==> src/rtl/pulse_measure.sv <==
// pulse_measure: measures high width and rise-to-rise period of pulse_in in clk cycles.
// Results are published through a one-entry valid/ready holding register. Both counters
// saturate, and a per-measurement sat flag records any saturation. A sticky overrun flag
// records every result dropped because the register was still held.
// Optional build macro: PULSE_MEAS_SYNC_EN adds a 2-flop input synchronizer.
module pulse_measure #(
    parameter int CNT_W = 16
) (
    input  logic             clk,
    input  logic             rst_n,
    input  logic             clear,
    input  logic             pulse_in,
    input  logic             meas_ready,
    output logic             meas_valid,
    output logic [CNT_W-1:0] high_cnt,
    output logic [CNT_W-1:0] period_cnt,
    output logic             sat,
    output logic             overrun
);

    typedef enum logic [1:0] {
        ST_IDLE = 2'd0,
        ST_HIGH = 2'd1,
        ST_LOW  = 2'd2
    } state_t;

    localparam logic [CNT_W-1:0] CNT_MAX  = {CNT_W{1'b1}};
    localparam logic [CNT_W-1:0] CNT_ONE  = {{(CNT_W-1){1'b0}}, 1'b1};
    localparam logic [CNT_W-1:0] CNT_ZERO = {CNT_W{1'b0}};

    // Saturating increment: returns {saturate_event, next_value}
    function automatic logic [CNT_W:0] sat_inc(input logic [CNT_W-1:0] v);
        if (v == CNT_MAX) begin
            return {1'b1, v};
        end else begin
            return {1'b0, v + CNT_ONE};
        end
    endfunction

    logic             pulse_s;
    logic             edge_en_s;
    logic             pulse_d_r;
    logic             rise_s;
    logic             fall_s;
    state_t           state_r, state_s;
    logic [CNT_W-1:0] hc_r, hc_s;
    logic [CNT_W-1:0] pc_r, pc_s;
    logic             msat_r, msat_s;
    logic             close_s;
    logic [CNT_W-1:0] h_inc_s, p_inc_s;
    logic             h_ov_s, p_ov_s;

`ifdef PULSE_MEAS_SYNC_EN
    logic [1:0] sync_r;
    logic [1:0] warm_r;

    // Two-flop synchronizer plus a warm-up shift that masks edges until the chain holds real data
    always_ff @(posedge clk or negedge rst_n) begin
        if (!rst_n) begin
            sync_r <= 2'b00;
            warm_r <= 2'b00;
        end else begin
            sync_r <= {sync_r[0], pulse_in};
            warm_r <= {warm_r[0], 1'b1};
        end
    end

    assign pulse_s   = sync_r[1];
    // While the synchronizer is still filling, pulse_d is held at 1 so that a line already
    // high at reset release is not seen as a rising edge when it emerges from the chain.
    assign edge_en_s = warm_r[1];
`else
    assign pulse_s   = pulse_in;
    assign edge_en_s = 1'b1;
`endif

    assign rise_s = pulse_s & ~pulse_d_r;
    assign fall_s = ~pulse_s & pulse_d_r;
    assign {h_ov_s, h_inc_s} = sat_inc(hc_r);
    assign {p_ov_s, p_inc_s} = sat_inc(pc_r);

    // Edge-detect register; resets high so an initially high line produces no rise
    always_ff @(posedge clk or negedge rst_n) begin
        if (!rst_n) begin
            pulse_d_r <= 1'b1;
        end else if (clear || edge_en_s) begin
            pulse_d_r <= pulse_s;
        end else begin
            pulse_d_r <= 1'b1;
        end
    end

    // Measurement FSM next-state and counter update
    always_comb begin
        state_s = state_r;
        hc_s    = hc_r;
        pc_s    = pc_r;
        msat_s  = msat_r;
        close_s = 1'b0;
        case (state_r)
            ST_IDLE: begin
                if (rise_s) begin
                    state_s = ST_HIGH;
                    hc_s    = CNT_ONE;
                    pc_s    = CNT_ONE;
                    msat_s  = 1'b0;
                end else begin
                    state_s = ST_IDLE;
                end
            end
            ST_HIGH: begin
                pc_s = p_inc_s;
                if (pulse_s) begin
                    hc_s   = h_inc_s;
                    msat_s = msat_r | p_ov_s | h_ov_s;
                end else begin
                    msat_s = msat_r | p_ov_s;
                end
                if (fall_s) begin
                    state_s = ST_LOW;
                end else begin
                    state_s = ST_HIGH;
                end
            end
            ST_LOW: begin
                if (rise_s) begin
                    close_s = 1'b1;
                    state_s = ST_HIGH;
                    hc_s    = CNT_ONE;
                    pc_s    = CNT_ONE;
                    msat_s  = 1'b0;
                end else begin
                    pc_s    = p_inc_s;
                    msat_s  = msat_r | p_ov_s;
                end
            end
            default: begin
                state_s = ST_IDLE;
                hc_s    = CNT_ZERO;
                pc_s    = CNT_ZERO;
                msat_s  = 1'b0;
            end
        endcase
    end

    // FSM state and counter registers; clear abandons any partial measurement
    always_ff @(posedge clk or negedge rst_n) begin
        if (!rst_n) begin
            state_r <= ST_IDLE;
            hc_r    <= CNT_ZERO;
            pc_r    <= CNT_ZERO;
            msat_r  <= 1'b0;
        end else if (clear) begin
            state_r <= ST_IDLE;
            hc_r    <= CNT_ZERO;
            pc_r    <= CNT_ZERO;
            msat_r  <= 1'b0;
        end else begin
            state_r <= state_s;
            hc_r    <= hc_s;
            pc_r    <= pc_s;
            msat_r  <= msat_r == msat_s ? msat_r : msat_s;
        end
    end

    // One-entry holding register with valid/ready handshake and sticky overrun
    always_ff @(posedge clk or negedge rst_n) begin
        if (!rst_n) begin
            meas_valid <= 1'b0;
            high_cnt   <= CNT_ZERO;
            period_cnt <= CNT_ZERO;
            sat        <= 1'b0;
            overrun    <= 1'b0;
        end else if (clear) begin
            meas_valid <= 1'b0;
            high_cnt   <= CNT_ZERO;
            period_cnt <= CNT_ZERO;
            sat        <= 1'b0;
            overrun    <= 1'b0;
        end else if (close_s && (!meas_valid || meas_ready)) begin
            meas_valid <= 1'b1;
            high_cnt   <= hc_r;
            period_cnt <= pc_r;
            sat        <= msat_r;
        end else begin
            if (close_s) begin
                overrun <= 1'b1;
            end
            if (meas_valid && meas_ready) begin
                meas_valid <= 1'b0;
            end
        end
    end

endmodule
==> config.mk <==
export PLATFORM = sky130hd
export DESIGN_NAME = pulse_measure
export DESIGN_NICKNAME = d
export VERILOG_FILES = /design/src/rtl/pulse_measure.sv
export SDC_FILE = /design/constraint.sdc
export NUM_CORES = 1
export LEC_CHECK = 0
export CORE_MARGIN = 4
export CORE_UTILIZATION = 60
export CTS_BUF_LIST = sky130_fd_sc_hd__clkbuf_2
export DETAILED_ROUTE_END_ITERATION = 10
export GPL_TIMING_DRIVEN = 0
export PLACE_DENSITY = 0.84
export SYNTH_ARGS = -nofsm -noshare
export SYNTH_HDL_FRONTEND = slang
export SYNTH_SLANG_ARGS = --single-unit
==> constraint.sdc <==
create_clock -name clk -period 5 [get_ports clk]
set_input_delay 1.5 -clock clk [delete_from_list [all_inputs] [get_ports clk]]
set_output_delay 1.5 -clock clk [all_outputs]
set_load 0.02 [all_outputs]
* Word level (Yosys, flattened, before mapping)
Index checks and enable logic that the tools add are counted.
** Word-level totals
- Register bits after elaboration :: 71
- Word-level logic and storage cells :: 75
** Cells by class
- $add $sub $neg :: 2
- Equal/unequal tests :: 12
- Muxes and demuxes :: 34
- Bitwise operators :: 6
- Reduce and logical (&&, ||, !) cells :: 11
** Operators by type and width (number)
- $mux 16 :: 9
- $pmux 16 s3 :: 1
- $mux 17 :: 2
- $add 16x1->16 const B :: 2
- $eq 16x16->1 const B :: 2
- $pmux 16 s2 :: 1
- $mux 1 :: 16
- $ne 3x3->1 const B :: 4
- $mux 2 :: 3
- $pmux 2 s3 :: 1
- $ne 2x2->1 const B :: 2
- $reduce_bool 2->1 :: 2
- $ne 3x1->1 const B :: 1
- $pmux 1 s3 :: 1
- $reduce_and 3->1 :: 1
- $reduce_bool 3->1 :: 1
- $and 1x1->1 :: 2
- $eq 2x1->1 const B :: 1
- $eq 2x2->1 const B :: 1
- $logic_and 1x1->1 :: 2
- $logic_not 2->1 :: 1
- $not 1->1 :: 2
- $or 1x1->1 :: 2
- $reduce_and 2->1 :: 1
- 4 further kinds :: 4

* Logic depth before layout (Yosys ltp)
Gate-level depths: netlist (run 1).
- Word-level depth :: 9
- Gate-level depth with buffers :: 7
- Gate-level depth less buffers :: 6

* Worst setup path before layout (run 1)
OpenSTA, ideal clock, no wires.
- Path type :: input to register
- Start point :: input port clear
- End point :: register hc_r[9]
- Library setup time :: 0.138 ns
- Arrival :: 2.551 ns
- Required time :: 4.862 ns
- Setup slack :: 2.311 ns
- Stages :: 6
- Buffers on the path :: 2
- Path through :: buf_2 o31ai_1 buf_2 nor3_1 xnor2_1 nor2_1
** On the way
- Word-level cells in the longest chain between the ends :: 2
** RTL lines
- from (decl) :: line 11 : input logic clear,
- $ne 3x3->1 (no source line) or $ne 3x1->1 (tied branches)
- $reduce_and 3->1 (no source line)
- to (signal assigned) :: line 160 : hc_r <= hc_s;
- to (decl) :: line 46 : logic [CNT_W-1:0] hc_r, hc_s;
Several ways; a longest one is shown, not always the timed one.
A chain may end at the register's enable or synchronous reset.

* Worst setup path in the final report (run 1)
- Start point :: input port pulse_in
- End point :: register hc_r[15]
** On the way
- Word-level cells in the longest chain between the ends :: 3
** RTL lines
- from (decl) :: line 12 : input logic pulse_in,
- $and 1x1->1 :: line 77 : assign rise_s = pulse_s & ~pulse_d_r;
- $ne 3x1->1 (no source line)
- $reduce_and 3->1 (no source line) (*)
Every way passes the cells marked *; elsewhere a longest branch is shown, timed or not.

==> results of run 1 <==
## worst max-delay path, cell delays in order
cell,delay (ns)
clkdlybuf4s50_1,0.59
nand2b_1,0.15
o21ai_1,0.69
clkbuf_1,0.45
nor2_1,0.12
## logic make-up after synthesis
group / Yosys count / synth area share
buffers and inverters: 25 / 0.0336
XOR/XNOR: 13 / 0.0322
AND/OR/NAND/NOR: 198 / 0.293
adder cells (fa/ha/maj): 2 / 0.00707
flip-flops: 71 / 0.502
AO/OA/AOI/OAI: 73 / 0.116
multiplexers: 5 / 0.0163
## where the power goes
| group | switching (W) | total, W | internal, W |
|---|---|---|---|
| Sequential | 0.00000703 | 0.000587 | 0.000580 |
| Clock | 0.000219 | 0.000385 | 0.000166 |
| Combinational | 0.0000453 | 0.0000647 | 0.0000194 |
| Total | 0.000271 | 0.00104 | 0.000765 |
## metal layers
metal | global-route usage | vias to the layer above | part of all wire
li1 | - | 1451 | -
met1 | 0.339 | 1476 | 0.45
met2 | 0.381 | 106 | 0.46
met3 | 0.0520 | 28 | 0.058
met4 | 0.0892 | 0 | 0.027
met5 | 0 | - | 0
## state kept, by name (all words and copies together) (netlist names)
register,flops
hc_r,16
meas_valid,1
sat,1
pulse_d_r,1
msat_r,1
pc_r,16
high_cnt,16
overrun,1
period_cnt,16
state_r,2
## worst paths after layout
| path | startpoint | to |
|---|---|---|
| min in group asynchronous | rst_n | high_cnt[5]$_DFFE_PN0P_ |
| setup / recovery | pulse_in | hc_r[15]$_DFFE_PN0P_ |
| max in group asynchronous | rst_n | meas_valid$_DFFE_PN0P_ |
| setup reg to reg | pc_r[0]$_DFFE_PN0P_ | pc_r[7]$_DFFE_PN0P_ |
| hold / removal | period_cnt[8]$_DFFE_PN0P_ | period_cnt[8]$_DFFE_PN0P_ |
| hold reg to reg | period_cnt[8]$_DFFE_PN0P_ | period_cnt[8]$_DFFE_PN0P_ |
## layout make-up
type,count,area [um2]
Sequential cell,71,1780
Fill cell,410,1450
Buffer,23,111
Tap cell,72,90.1
Inverter,2,7.51
Clock inverter,7,97.6
Timing Repair Buffer,39,388
Multi-Input combinational cell,291,1640
Clock buffer,9,45.0
## through the flow
stage                     instance area [um2]  hold WS, ns  utilization  setup WS, ns  power [W]
after global placement                   4020        0.491        0.717        0.0647   0.000660
final                                    4160        0.537        0.742          1.89    0.00104
after floorplan                          3540        0.465            -          2.31   0.000633
after detailed placement                 4020        0.499        0.716          1.37   0.000662
after global routing                     4160        0.550        0.742          1.78    0.00108
after CTS                                4160        0.540        0.742          1.92    0.00104
## cells in the mapped netlist, types with 2 or more instances
library cell / instances
and4_1: 6
nand2_1: 86
nand3_1: 18
xnor2_1: 11
ha_1: 2
nor3b_1: 3
or4_1: 3
and2_1: 2
and2b_1: 2
nor3_1: 8
o21ai_1: 6
nor2_1: 28
nor4_1: 5
o21ai_0: 3
nand4_2: 2
nand4b_1: 2
or2_1: 2
mux2i_1: 2
dfrtp_1: 70
inv_1: 2
xor2_1: 2
a31oi_1: 7
buf_2: 11
nand4_4: 2
nand2b_1: 7
clkbuf_1: 10
nand4_1: 4
o22ai_1: 3
a21oi_1: 45
nor2b_1: 3
and3_1: 5
nor4b_1: 2
==> impl_metrics.tcl, run 1 <==
set metrics [dict create \
    outcome "completed" \
    grt_overflow 0 \
    ctsResizeCount 0 \
    crit_type "input port to flop" \
    leakagePower_nw 1.75 \
    fmax_ghz 0.322 \
    final_cells 514 \
    wl_per_cell_um 15.9 \
    hold_path.class "flop to flop" \
    synth_area_leaders "dfrtp_1 (49%), nand2_1 (9.1%), a21oi_1 (6.4%)" \
    drtIter0Drc 220 \
    hpwl_um 5650 \
    start_util 0.631 \
    setup_violations 0 \
    synth_top_area_share 0.495 \
    ys.flop_type "dfrtp_1" \
    cp-start-kind "input port" \
    cts.sinks 71 \
    cts_max_level 3 \
    yosys.area.top_type "dfrtp_1" \
    clk_pin_slew_ns 0.22 \
    port_buffers 39 \
    rows 27 \
    grt_antenna_before_repair 0 \
    r2r_setup_slack_ns 2.92 \
    holdBufCountCts 0 \
    post-route-min-period_ns 3.11 \
    post-route-period-util 0.622 \
    drt-pass1-iter-count 5 \
    viasPerCell 5.96 \
    slew_viol_final 0 \
    cp.arrival_ns 3.50 \
    grt_pass1_wl_um 14000 \
    gp_congestion 0.851 \
    synth_nets 394 \
    routed_wl_um 8190 \
    rsz0062_at_grt "false" \
    pwr_density_cell_nw_per_um2 249 \
    netlist_instances 387 \
    fin_skew_ns 0.0256 \
    grt_pass1_vias 2980 \
    ir_drop_v 0.000148 \
    synth_async_sr_flop_share 1.00 \
    dieWidth_um 84.8 \
    postSynthAreaPerCell_um2 9.15 \
    postCtsSetupBuffers 0 \
    final_cell_mix "nand2_1 (86), dfrtp_1 (70), a21oi_1 (45)" \
    clock_latency_ns 0.53 \
    groute.usage.overall 0.244 \
    areaGrowthSynthToFinish_pct 17.5 \
    yosysUniqueCellTypes 55 \
    end_kind "flop" \
    r2r.worst_path.cells 7 \
    vias 3061 \
    ant_nets 0 \
    grt_max_degree 72 \
    ys_ff_latch 71 \
    worstHoldPathCells 2 \
    tightest_slew_ns 0.869 \
    critical_path_required_ns 5.39 \
    crit_fanout 10 \
    post-route-drc-count 0 \
    coreArea_um2 5610 \
    relSlewSlack 0.421 \
    hold_viol 0 \
    io_pins 40 \
    synth-edff-count 0 \
    ys.warnings.count 0 \
    drv_cap 0 \
    die_height_um 84.8 \
    root_buffer "clkbuf_2" \
    diodes 0 \
    cts_inserted_buffers 9 \
    max-clock-path-buffers 2 \
    cts_tree "yes" \
    die_area_um2 7190 \
    fin_nets 444 \
    placed_cells 498 \
    synth.yosys.seq_area_share 0.502 \
    final_common_cell "nand2_1" \
    post_route_cells_drive_above_1_share 0.0995 \
    syn_area_um2 3540 \
    tns_ns 0 \
]
No activity file was read; power rests on OpenSTA's default activity.
==> run 2, diff against run 1 <==
- CORE_UTILIZATION: 60 -> 53
- PLACE_DENSITY: 0.84 -> 0.79
- clock period: 5 -> 2.8 ns (I/O delays scaled with it)
==> run 2 against run 1 <==
Non-clock buffer count is the same; utilization decreased by 8.7 points; final area increased by 1.1%; global-route usage shrank 4.3 points; highest routed layer unchanged.
==> impl_metrics.tcl, run 2 (synthesis results as in run 1) <==
set metrics [dict create \
    outcome "completed" \
    crit_type "input port to flop" \
    cts_tree "yes" \
    clk_pin_slew_ns 0.21 \
    r2r.worst_path.cells 6 \
    pre_cts_ws_ns -0.185 \
    start_util 0.551 \
    setup_violations 0 \
    cp_cell_sequence "clkdlybuf4s50_1 > nand2b_1 > o21ai_1 > clkbuf_1 > nor2_1" \
    max-clock-path-buffers 2 \
    tightest_slew_ns 0.888 \
    diodes 0 \
    max_stage_delay_ns 0.66 \
    hold_viol 0 \
    rows 29 \
    final_cell_mix "nand2_1 (86), dfrtp_1 (70), a21oi_1 (45)" \
    leakagePower_nw 1.78 \
    cts.sinks 71 \
    hold_path.class "input port to async pin" \
    grt_pass1_vias 2756 \
    groute.usage.overall 0.201 \
    fin_util 0.655 \
    cts_max_level 3 \
    vias 2974 \
    coreArea_um2 6420 \
    cts_inserted_buffers 9 \
    grt_antenna_before_repair 0 \
    rsz0062_at_grt "false" \
    design_area_um2 4210 \
    hpwl_um 5420 \
    post_route_cells_drive_above_1_share 0.0973 \
    routed_wl_um 7810 \
    drv_cap 0 \
    critical-path-top-delay-family "buffers and inverters" \
    final_common_cell "nand2_1" \
    r2r-end "hc_r[11]$_DFFE_PN0P_" \
    io_pins 40 \
    fin_ws_ns 0.342 \
    ir_drop_v 0.000301 \
    grt_max_degree 72 \
    tns_ns 0 \
    drt-pass1-iter-count 5 \
    postCtsSetupBuffers 0 \
    holdBufCountCts 0 \
    r2r-start "state_r[0]$_DFFE_PN0P_" \
    crit_fanout 10 \
    critical_path_required_ns 3.20 \
    port_buffers 39 \
    r2r_setup_slack_ns 0.73 \
    end_kind "flop" \
    root_buffer "clkbuf_2" \
    slew_viol_final 0 \
    cp-start-kind "input port" \
    wl_per_cell_um 15.0 \
    post-route-min-period_ns 2.46 \
    fmax_ghz 0.407 \
    relSlewSlack 0.408 \
    dieWidth_um 89.7 \
    grt_pass1_wl_um 13400 \
    drtIter0Drc 152 \
    path_buf_inv 2 \
    clock_latency_ns 0.52 \
    ant_nets 0 \
    pwr_density_cell_nw_per_um2 480 \
    gp_congestion 0.861 \
    ctsResizeCount 0 \
    grt_overflow 0 \
    fin_nets 444 \
    critPathSlowestCell "o21ai_1" \
    die_area_um2 8050 \
    fin_skew_ns 0.0272 \
    placed_area_um2 4020 \
    die_height_um 89.7 \
    placed_cells 503 \
    post-route-drc-count 0 \
    final_cells 519 \
    post-route-period-util 0.878 \
    cp.arrival_ns 2.86 \
    viasPerCell 5.73 \
    areaGrowthSynthToFinish_pct 18.8 \
]
## run 2: per-layer routing
layer,track usage,up-vias,part of all wire
met4,0.0817,0,0.018
met5,0,-,0
met3,0.0417,14,0.045
met1,0.302,1432,0.50
met2,0.284,79,0.43
li1,-,1449,-
## run 2: cell type report
| cell class | instances | area [um2] |
|---|---|---|
| buffer | 23 | 111 |
| clock buffer | 10 | 50.0 |
| clock inverter | 6 | 133 |
| fill | 537 | 2220 |
| inverter | 2 | 7.51 |
| multi-input combinational | 291 | 1640 |
| sequential | 71 | 1780 |
| tap | 77 | 96.3 |
| timing repair buffer | 39 | 388 |
## run 2: through the flow
step | power [W] | hold WS [ns]
2_1_floorplan | 0.00113 | 0.465
3_3_place_gp | 0.00118 | 0.489
3_5_place_dp | 0.00118 | 0.494
4_1_cts | 0.00203 | 0.432
5_1_grt | 0.00210 | 0.427
6_report | 0.00202 | 0.392
## run 2: worst max-delay path by stage
stage	start	endpoint	slack [ns]	cells after the start
after floorplan	clear	hc_r[9]$_DFFE_PN0P_	0.77	6
after global placement	rst_n	period_cnt[11]$_DFFE_PN0P_	-1.45	1
after detailed placement	pulse_in	hc_r[11]$_DFFE_PN0P_	-0.19	5
after CTS	pulse_in	pc_r[2]$_DFFE_PN0P_	0.38	5
after global routing	pulse_in	pc_r[4]$_DFFE_PN0P_	0.27	5
final	pulse_in	pc_r[2]$_DFFE_PN0P_	0.34	5
## run 2: power by group
group / internal [W] / leakage, nW / switching (W) / total [W]
sequential: 0.00104 / 0.984 / 0.0000122 / 0.00105
clock: 0.000477 / 0.104 / 0.000377 / 0.000854
combinational: 0.0000345 / 0.690 / 0.0000823 / 0.000117
total: 0.00155 / 1.78 / 0.000472 / 0.00202
==> run 3, diff against run 2 <==
- CORE_UTILIZATION: 53 -> 60
- PLACE_DENSITY: 0.79 -> 0.84
- clock period: 2.8 -> 3.09 ns (I/O delays scaled with it)
==> results of run 3 <==
The final DEF is identical to that of run 1. Status: completed.
Main changes from that run: setup slack after placement 1.37 ns -> 0.0323 ns; clock-pin slew on the worst setup and hold paths 0.22 ns -> 0.20 ns; setup slack after layout 1.89 ns -> 0.555 ns; hold slack 0.537 ns -> 0.499 ns; register-to-register setup slack 2.92 ns -> 1.01 ns; total power 0.00104 W -> 0.00168 W; worst IR drop on VDD 0.000148 V -> 0.000239 V
